--- src/rtl/fir_pkg.sv ---
// Shared fixed-point definitions for the FM demod FIR path: Q(BITS) scaling,
// default low-pass coefficients, FSM state encoding and the (de)quantizers
// also used by the upstream I*Q product multiplier.
package fir_pkg;

  localparam int BITS      = 10;
  localparam int QUANT_VAL = 1 << BITS;
  localparam int FIR_DW    = 32;
  localparam int FIR_PW    = 2 * FIR_DW;
  localparam int FIR_TAPS  = 32;

  // Symmetric windowed-sinc low-pass, Q10.
  localparam logic signed [FIR_DW-1:0] FIR_COEFS [FIR_TAPS] = '{
    -1, -2, -3, -4, -3, 0, 7, 17, 30, 46, 63, 79, 93, 103, 109, 111,
    111, 109, 103, 93, 79, 63, 46, 30, 17, 7, 0, -3, -4, -3, -2, -1
  };

  typedef logic [1:0] state_t;
  localparam state_t S_LOAD = 2'd0;
  localparam state_t S_MAC  = 2'd1;
  localparam state_t S_OUT  = 2'd2;

  function automatic logic signed [FIR_DW-1:0] QUANTIZE(input logic signed [FIR_DW-1:0] x);
    return x <<< BITS;
  endfunction

  // Arithmetic shift that rounds toward zero: negative values are biased
  // by 2^BITS-1 first so the floor of the shift lands on the truncated value.
  function automatic logic signed [FIR_PW-1:0] DEQUANTIZE(input logic signed [FIR_PW-1:0] x);
    logic signed [FIR_PW-1:0] biased;
    biased = x;
    if (x < 0) biased = x + FIR_PW'(QUANT_VAL - 1);
    return biased >>> BITS;
  endfunction

endpackage

--- src/rtl/fir_decim_if.sv ---
// FIFO-side signals of the decimating FIR: pop side of the upstream FIFO and
// push side of the downstream FIFO. master = filter, slave = FIFO environment.
interface fir_decim_if #(
  parameter int DATA_WIDTH = 32
) ();

  logic signed [DATA_WIDTH-1:0] in_dout;
  logic                         in_empty;
  logic                         in_rd_en;
  logic signed [DATA_WIDTH-1:0] out_din;
  logic                         out_full;
  logic                         out_wr_en;

  modport master (
    input  in_dout, in_empty, out_full,
    output in_rd_en, out_din, out_wr_en
  );

  modport slave (
    output in_dout, in_empty, out_full,
    input  in_rd_en, out_din, out_wr_en
  );

endinterface

--- src/rtl/fir_mac.sv ---
// Single multiply-accumulate slice: full-width product, dequantize, then
// accumulate. Accumulation wraps by default; defining FIR_DECIM_SATURATE_EN
// makes every accumulate step clamp to the signed DATA_WIDTH range.
module fir_mac
  import fir_pkg::*;
#(
  parameter int DATA_WIDTH = 32
) (
  input  logic                         clock,
  input  logic                         reset,
  input  logic                         clear,
  input  logic                         en,
  input  logic signed [DATA_WIDTH-1:0] coef,
  input  logic signed [DATA_WIDTH-1:0] sample,
  output logic signed [DATA_WIDTH-1:0] acc
);

  localparam int PW = 2 * DATA_WIDTH;

  logic signed [PW-1:0]         prod;
  logic signed [PW-1:0]         term;
  logic signed [PW-1:0]         sum;
  logic signed [DATA_WIDTH-1:0] acc_nxt;

`ifdef FIR_DECIM_SATURATE_EN
  function automatic logic signed [DATA_WIDTH-1:0] acc_step(input logic signed [PW-1:0] x);
    logic signed [PW-1:0] hi;
    logic signed [PW-1:0] lo;
    hi = PW'({1'b0, {(DATA_WIDTH-1){1'b1}}});
    lo = -hi - PW'(1);
    if (x > hi)      return {1'b0, {(DATA_WIDTH-1){1'b1}}};
    else if (x < lo) return {1'b1, {(DATA_WIDTH-1){1'b0}}};
    else             return x[DATA_WIDTH-1:0];
  endfunction
`else
  function automatic logic signed [DATA_WIDTH-1:0] acc_step(input logic signed [PW-1:0] x);
    return x[DATA_WIDTH-1:0];
  endfunction
`endif

  // Product at double width, dequantized, added to the sign-extended accumulator.
  always_comb begin
    prod    = PW'(coef) * PW'(sample);
    term    = PW'(DEQUANTIZE(FIR_PW'(prod)));
    sum     = PW'(acc) + term;
    acc_nxt = acc_step(sum);
  end

  // Accumulator register: clear starts a new output, en adds one tap.
  always_ff @(posedge clock or negedge reset) begin
    if (!reset)     acc <= '0;
    else if (clear) acc <= '0;
    else if (en)    acc <= acc_nxt;
  end

endmodule

--- src/rtl/fir_decim.sv ---
// Decimating low-pass FIR: shifts DECIM samples into a TAPS-deep history,
// then runs TAPS sequential MAC cycles and pushes one filtered sample.
// Optional FIR_DECIM_SATURATE_EN selects saturating accumulation in fir_mac.
module fir_decim
  import fir_pkg::*;
#(
  parameter int DATA_WIDTH = 32,
  parameter int TAPS       = 32,
  parameter int DECIM      = 8,
  parameter logic signed [DATA_WIDTH-1:0] COEFS [TAPS] = FIR_COEFS
) (
  input logic       clock,
  input logic       reset,
  fir_decim_if.master bus
);

  localparam int IDX_W = (TAPS > 1) ? $clog2(TAPS) : 1;
  localparam int CNT_W = (DECIM > 1) ? $clog2(DECIM) : 1;

  state_t                       state;
  logic [CNT_W-1:0]             cnt;
  logic [IDX_W-1:0]             idx;
  logic signed [DATA_WIDTH-1:0] sbuf [TAPS];
  logic signed [DATA_WIDTH-1:0] acc;
  logic                         pop;
  logic                         push;
  logic                         group_done;
  logic signed [DATA_WIDTH-1:0] dout;

  // Handshake outputs decode registered state only; held low while in reset.
  always_comb begin
    pop  = 1'b0;
    push = 1'b0;
    dout = '0;
    if (reset) begin
      case (state)
        S_LOAD: pop = !bus.in_empty;
        S_OUT: begin
          if (!bus.out_full) begin
            push = 1'b1;
            dout = acc;
          end
        end
        default: ;
      endcase
    end
  end

  assign group_done    = pop && (cnt == CNT_W'(DECIM - 1));
  assign bus.in_rd_en  = pop;
  assign bus.out_wr_en = push;
  assign bus.out_din   = dout;

  // Control FSM: load DECIM samples, walk TAPS taps, then wait to push.
  always_ff @(posedge clock or negedge reset) begin
    if (!reset) begin
      state <= S_LOAD;
      cnt   <= '0;
      idx   <= '0;
    end else begin
      case (state)
        S_LOAD: begin
          if (group_done) begin
            cnt   <= '0;
            idx   <= '0;
            state <= S_MAC;
          end else if (pop) begin
            cnt <= cnt + CNT_W'(1);
          end
        end
        S_MAC: begin
          if (idx == IDX_W'(TAPS - 1)) state <= S_OUT;
          else                         idx   <= idx + IDX_W'(1);
        end
        S_OUT: begin
          if (push) state <= S_LOAD;
        end
        default: state <= S_LOAD;
      endcase
    end
  end

  // Sample history: newest in sbuf[0], oldest falls off the end.
  always_ff @(posedge clock or negedge reset) begin
    if (!reset) begin
      for (int k = 0; k < TAPS; k++) sbuf[k] <= '0;
    end else if (pop) begin
      sbuf[0] <= bus.in_dout;
      for (int k = 1; k < TAPS; k++) sbuf[k] <= sbuf[k-1];
    end
  end

  fir_mac #(
    .DATA_WIDTH (DATA_WIDTH)
  ) u_mac (
    .clock  (clock),
    .reset  (reset),
    .clear  (group_done),
    .en     (state == S_MAC),
    .coef   (COEFS[idx]),
    .sample (sbuf[idx]),
    .acc    (acc)
  );

endmodule
--- src/flat_wrapper.sv ---
// flat-port wrapper written by rule: the top's interface ports become plain ports
module fir_decim_flat import fir_pkg::*;
#(
  parameter int DATA_WIDTH = 32,
  parameter int TAPS       = 32,
  parameter int DECIM      = 8,
  parameter logic signed [DATA_WIDTH-1:0] COEFS [TAPS] = FIR_COEFS
)
  (clock, reset, bus_in_dout, bus_in_empty, bus_out_full, bus_in_rd_en, bus_out_din, bus_out_wr_en);
  fir_decim_if #(.DATA_WIDTH(DATA_WIDTH)) bus_i ();
  input logic clock;
  input logic reset;
  input wire logic [$bits(bus_i.in_dout)-1:0] bus_in_dout;
  input wire logic [$bits(bus_i.in_empty)-1:0] bus_in_empty;
  input wire logic [$bits(bus_i.out_full)-1:0] bus_out_full;
  output wire logic [$bits(bus_i.in_rd_en)-1:0] bus_in_rd_en;
  output wire logic [$bits(bus_i.out_din)-1:0] bus_out_din;
  output wire logic [$bits(bus_i.out_wr_en)-1:0] bus_out_wr_en;
  assign bus_i.in_dout = bus_in_dout;
  assign bus_i.in_empty = bus_in_empty;
  assign bus_i.out_full = bus_out_full;
  assign bus_in_rd_en = bus_i.in_rd_en;
  assign bus_out_din = bus_i.out_din;
  assign bus_out_wr_en = bus_i.out_wr_en;
  fir_decim #(.DATA_WIDTH(DATA_WIDTH), .TAPS(TAPS), .DECIM(DECIM), .COEFS(COEFS)) u_core (.clock(clock), .reset(reset), .bus(bus_i));
endmodule
--- config.mk ---
export PLATFORM = sky130hd
export DESIGN_NAME = fir_decim_flat
export DESIGN_NICKNAME = d
export VERILOG_FILES = /design/src/rtl/fir_pkg.sv /design/src/rtl/fir_decim_if.sv /design/src/rtl/fir_mac.sv /design/src/rtl/fir_decim.sv /design/src/flat_wrapper.sv
export SDC_FILE = /design/constraint.sdc
export NUM_CORES = 2
export LEC_CHECK = 0
export ABC_AREA = 1
export BUFFER_PORTS_ARGS = -buffer_cell sky130_fd_sc_hd__buf_4
export CELL_PAD_IN_SITES_DETAIL_PLACEMENT = 0
export CELL_PAD_IN_SITES_GLOBAL_PLACEMENT = 1
export CORE_MARGIN = 3
export CORE_UTILIZATION = 35
export DETAILED_ROUTE_END_ITERATION = 8
export PLACE_DENSITY = 0.69
export SYNTH_ARGS = -nofsm -noshare
export SYNTH_HDL_FRONTEND = slang
export SYNTH_SLANG_ARGS = --single-unit
--- constraint.sdc ---
create_clock -name clock -period 15.49 [get_ports clock]
set_clock_uncertainty 0.15 [all_clocks]
set_input_delay 2.3235 -clock clock [delete_from_list [all_inputs] [get_ports clock]]
set_output_delay 2.3235 -clock clock [all_outputs]
set_load 0.005 [all_outputs]
# Yosys cells after proc, flatten, opt, wreduce, memory -nomap -nowiden
# Memory sizes are Yosys's and may differ from the RTL's.
# Cells that the tools add are included.
[totals]
ff_bits = 1066
romBits = 1024
in_bits = 36
output_inout_bits = 34
wordCells = 87
mem_count = 1
[mem_list]
columns = ["name", "words", "word_bits", "rd", "rd_clocked_by_memory_dff", "wr", "line", "rtl"]
rows = [
  ["(name not given)", 32, 32, 1, 0, 0, "fir_decim.sv:100", ".coef (COEFS[idx]),"],
]
[classes]
n_addsub = 4
multipliers = 1
n_lt_le_gt_ge = 2
n_eq_ne = 8
n_mux = 25
bitwise = 1
reduce_logical = 9
[ops]
columns = ["op", "n"]
rows = [
  ["32-bit two-way mux", 9],
  ["32-bit binary-select mux with 5-bit select", 1],
  ["64-bit by 1-bit less-than comparator with 1-bit output, second input constant", 1],
  ["32-bit by 32-bit multiplier with 64-bit output", 1],
  ["42-bit by 11-bit adder with 42-bit output, second input constant", 1],
  ["42-bit two-way mux", 1],
  ["32-bit adder", 1],
  ["5-bit two-way mux", 2],
  ["5-bit one-hot mux with 2 select lines", 1],
  ["6-bit >= comparator, second input constant", 1],
  ["2-bit two-way mux", 3],
  ["3-bit two-way mux", 2],
  ["5-bit NOT with 6-bit output", 1],
  ["2-bit one-hot mux with 3 select lines", 1],
  ["3-bit AND reduction", 2],
  ["2-bit nonzero test", 3],
  ["5-bit by 1-bit adder with 5-bit output, second input constant", 1],
  ["5-bit == test, second input constant", 1],
  ["1-bit two-way mux", 5],
  ["2-bit by 1-bit != test with 1-bit output, second input constant", 2],
  ["2-bit != test, second input constant", 2],
  ["3-bit by 1-bit adder with 3-bit output, second input constant", 1],
  ["3-bit == test, second input constant", 1],
  ["2-bit by 1-bit == test with 1-bit output, second input constant", 1],
  ["other kinds (5)", 5],
]

# Longest topological paths before layout
[depth]
depth_word = 10
ltp_mapped = 61
ltp_nobuf = 57

# Modules after synthesis
# From an unflattened synthesis, not the netlist that was laid out.
[unflattened]
hier_cells = 11852
area_unflattened_um2 = 90775.8
[modules_own_cells]
columns = ["mod", "instances", "cells_each", "area_each_um2", "seq_area_each_um2"]
rows = [
  ["fir_decim", 1, 6590, 49645.1, 25874.8],
  ["fir_mac", 1, 5262, 41130.7, 800.8],
]

# Worst setup path after synthesis
# Ideal clock, no wire load.
[synth_path]
path_type = "register to register"
startpoint = "reg u_core.idx[1]"
endpoint = "reg u_core.u_mac.acc[28]"
setup_time_ns = 0.130
t_arrival_ns = 11.348
required_ns = 15.210
setup_slack_ns = 3.862
stages_incl_launch_ff = 48
path_buffers = 5
period_less_slack_ns = 11.628
cell_sequence = "dfrtp_1 buf_2 inv_2 buf_2 buf_2 buf_1 ha_1 nor2_1 o21ai_0 inv_1 nor2_1 inv_1 clkbuf_1 nor2_1 inv_1 fa_1 fa_1 fa_1 [12 not listed] a31oi_1 nor2_1 a21oi_2 a21oi_1 xor2_1 ha_1 inv_1 fa_1 o21ai_0 nand2_1 nand2_1 a21oi_1 o21ai_0 a21boi_0 o21ai_0 a21oi_1 o21ai_0 o21ai_0"
[synth_between]
elab_chain_cells = 10
word_cells_on_any_way = 14
classes_between = "2 x add/sub; 1 x mul; 1 x order compare; 8 x mux; 1 x bitwise; 1 x memory"
[synth_rtl]
columns = ["item", "line", "rtl"]
rows = [
  ["start, declared", "fir_decim.sv:22", "logic [IDX_W-1:0] idx;"],
  ["start signal, assigned", "fir_decim.sv:73", "else idx <= idx + IDX_W'(1);"],
  ["5-bit NOT with 6-bit output (implied by the code) (*)", "fir_decim.sv:100, fir_decim.sv:101", ""],
  ["memory 32 x 32 bit or 32-bit binary-select mux with 5-bit select (tied branches)", "--", ""],
  ["32-bit two-way mux, on equally long branches (2 in series)", "fir_decim.sv:100, fir_decim.sv:101", ""],
  ["32-bit by 32-bit multiplier with 64-bit output (*)", "fir_mac.sv:43", "prod = PW'(coef) * PW'(sample);"],
  ["64-bit by 1-bit less-than comparator with 1-bit output or 42-bit by 11-bit adder with 42-bit output (tied branches)", "fir_pkg.sv:32", "if (x < 0) biased = x + FIR_PW'(QUANT_VAL - 1);"],
  ["42-bit two-way mux (*)", "fir_pkg.sv:32", ""],
  ["32-bit adder (*)", "fir_mac.sv:45", "sum = PW'(acc) + term;"],
  ["32-bit two-way mux (*)", "fir_mac.sv:53", "else if (en) acc <= acc_nxt;"],
  ["32-bit two-way mux (*)", "fir_mac.sv:52", "else if (clear) acc <= '0;"],
  ["end signal, assigned", "fir_mac.sv:53", ""],
  ["end, declared", "fir_mac.sv:15", "output logic signed [DATA_WIDTH-1:0] acc"],
]
# Mark *: on every way between the ends. The rest lies on a longest branch, timed or not. The select of a mux whose other input is x is not followed.
# A chain may end at the register's enable or synchronous reset.

# Worst setup path after layout
[layout_path]
startpoint = "reg u_core.idx[2]"
endpoint = "reg u_core.u_mac.acc[28]"
# Same word-level chain as after synthesis.

==> results.toml <==
[floorplanning]
io-pin-count = 70
start_util = 0.3533
fp.coreArea_mm2 = 0.1862
design.die.area_mm2 = 0.1932
core_rows = 158
die_w_um = 439.6
fp.dieH_um = 439.6

[layout]
fin_util = 0.3880
syn_to_final_growth_pct = 9.823
nFillCells = 19110
seqCellArea_mm2 = 0.02669
multiInputGateArea_mm2 = 0.03293
finish.instance_area_mm2 = 0.07225
post_route_cells_drive_above_1_share = 0.05082
finalNetCount = 8643

[detailed_routing]
drt_drc_violations_left = 0
vias_per_instance = 5.002
initialDrtViolationCount = 4823
route.detailed.wl_per_inst_um = 17.78
wl_final_mm = 188.6
firstDrtPassIters = 6
count_of_antenna_violating_nets_left_after_detailed_routing = 0
via_count = 53070

[cts]
cts_tree = "done"
cts.htree.levels = 3
path_clk_slew_ns = 0.06
cts-buffers-inserted = 120
postCtsSetupBuffers = 0
postCtsHoldBufs = 0
resized_after_cts = 0
cell_chosen_for_the_clock_root = "clkbuf_16"
cts_num_sinks = 1066
ctsLongestPathBuffers = 3
clock_insertion_delay_worst_skew_ns = 0.77

[placed_design]
port-buffer-count = 69
gp_routability_congestion = 0.8760
dpl-instance-area_mm2 = 0.06823
dp.final_hpwl_mm = 124.0

[sta]
grt_setup_unrepaired = "false"
slew_headroom = 0.2192
fin_crit_sh = 0.8675
slew_violations = 0
timing.final.setup_violations = 0
hold_violations = 0
setup-tns-final_ns = 0
post-route-min-period_ns = 13.44
max_slew.worst_pin.slew_ns = 1.170
max_clock_freq_ghz = 0.07442

[synth]
syn_inst = 8227
most_instantiated_flip_flop_cell_in_the_synthesis_netlist = "dfrtp_1"
synth_top_cell_area_share = 0.4055
post_synth_xor_area_fraction = 0.004374
synth_top_family_by_area = "simple AND/OR/NAND/NOR gates"
post_synthesis_mean_instance_area_um2 = 7.997
synth.distinct_cells = 58
synth.most_common_cell = "nand2_1"
synth_simple_gate_area_frac = 0.1739
synth_edf_count = 0
post-synth-top-area-cell = "dfrtp_1"
asyncSetResetFlopFracSynth = 1.000
postSynthRegisterBits = 1066
post_synth_fa_ha_maj_area_fraction = 0.1562
synth.cells.most_frequent = "nand2_1, o21ai_0, inv_1, dfrtp_1, a21oi_1"
mappedNetlistArea_mm2 = 0.06579
synth_area_leaders = "dfrtp_1, nand2_1, fa_1, o21ai_0, inv_1"
synth-compound-area-share = 0.1657
synthesis.yosys.warnings = 0
ys_seq_area_frac = 0.4055
synth_mux_area_frac = 0
synth_fp_nets = 8846

[setup_path]
max_stage_delay_ns = 1.06
path_class = "register to register"
kind_of_cell_adding_the_most_delay_to_the_critical_path = "adder cells"
worst_setup_path_start_kind = "register"
timing.rr.start = "u_core.idx[2]"
regToRegSetupSlack_ns = 2.05
timing.critical_path.fanout_max = 29
critical_path_arrival_ns = 13.93
cpMostUsedCell = "fa_1"
worstSetupEndpointType = "register"
critical_path_s_slowest_cell = "fa_1"
worstPathRequired_ns = 15.98
startpoint = "u_core.idx[2]"
critical_path.n_buffers_inverters = 7

[grt]
grt_max_degree = 264
globalRoute.totalOverflow = 0
grt_use_total = 0.1975
grt_antenna_before_repair = 1
grt_pass1_wl_mm = 305.7
number_of_global_route_vias_before_repair = 52680

[status]
run_status = "finished clean"

[job]
drv_cap = 0

[hold_path]
min_from = "u_core.sbuf[426]"
worst_hold_path_type = "register to register"
==> final timing paths <==
path	end	depth (start not counted)
setup / recovery	u_core.u_mac.acc[28]	43
hold / removal	u_core.sbuf[394]	2
setup reg to reg	u_core.u_mac.acc[28]	43
hold reg to reg	u_core.sbuf[394]	2
max in group asynchronous	u_core.sbuf[421]	4
min in group asynchronous	u_core.sbuf[478]	1
==> logic make-up after synthesis <==
family | Yosys count
buffers and inverters | 1616
XOR/XNOR | 32
adder cells (fa/ha/maj) | 583
flip-flops | 1066
AO/OA/AOI/OAI | 2046
AND/OR/NAND/NOR | 2884
==> state kept, by name, indices dropped and copies added, names as in the netlist <==
| register | count |
|---|---|
| u_core.idx | 5 |
| u_core.cnt | 3 |
| u_core.u_mac.acc | 32 |
| u_core.state | 2 |
| u_core.sbuf | 1024 |
==> worst register-to-register path, delay by kind of cell, from the launching register on <==
kind | cells | cell delay [ns]
xor gates and xnor gates | 1 | 0.17
adders and majority gates | 11 | 6.06
DFF | 1 | 0.76
AOI/OAI and AO/OA | 13 | 2.88
buffers and inverters | 7 | 1.60
and+or+nand+nor | 11 | 1.76
==> area by class of cell <==
cell class / instances / share of cell area
Multi-Input combinational cell: 5545 / 0.4557
Sequential cell: 1066 / 0.3694
Inverter: 1153 / 0.06026
Clock buffer: 186 / 0.04970
Tap cell: 2480 / 0.04295
Timing Repair Buffer: 138 / 0.01600
Clock inverter: 39 / 0.005957
Antenna cell: 1 / 0.00003463
==> metrics by stage <==
| stage | hold slack (ns) | setup slack (ns) | std cells |
|---|---|---|---|
| finish | 0.3149 | 2.053 | 10610 |
| CTS | 0.3103 | 1.953 | 10610 |
| detailed placement | 0.3170 | 1.965 | 10380 |
| global placement | 0.3095 | 1.991 | 10380 |
| floorplan | 0.2959 | 3.862 | 8227 |
| global route | 0.3379 | 1.064 | 10610 |
==> per-layer routing <==
layer  GRT usage  vias to the layer above  wire length [µm]
met1      0.2874                    26070             90510
met5           0                        -                 0
li1            -                    25760                 -
met3     0.02341                      209              7453
met2      0.3153                     1027             86630
met4     0.04271                        0              4014
==> cells in the final DEF, fill, tap and decap left out, types with 51 or more instances in the layout <==
| cell | Yosys | routed |
|---|---|---|
| a21oi_1 | 508 | 508 |
| buf_4 | 6 | 128 |
| clkbuf_16 | 0 | 120 |
| dfrtp_1 | 1066 | 1062 |
| fa_1 | 397 | 397 |
| ha_1 | 186 | 186 |
| inv_1 | 1128 | 1127 |
| nand2_1 | 2218 | 2217 |
| nand3_1 | 217 | 217 |
| nor2_1 | 336 | 336 |
| o21ai_0 | 1354 | 1353 |
| o221ai_1 | 51 | 51 |
Power is not shown: default switching activity piles up to over one toggle a cycle in this logic, so the estimate is an artifact.
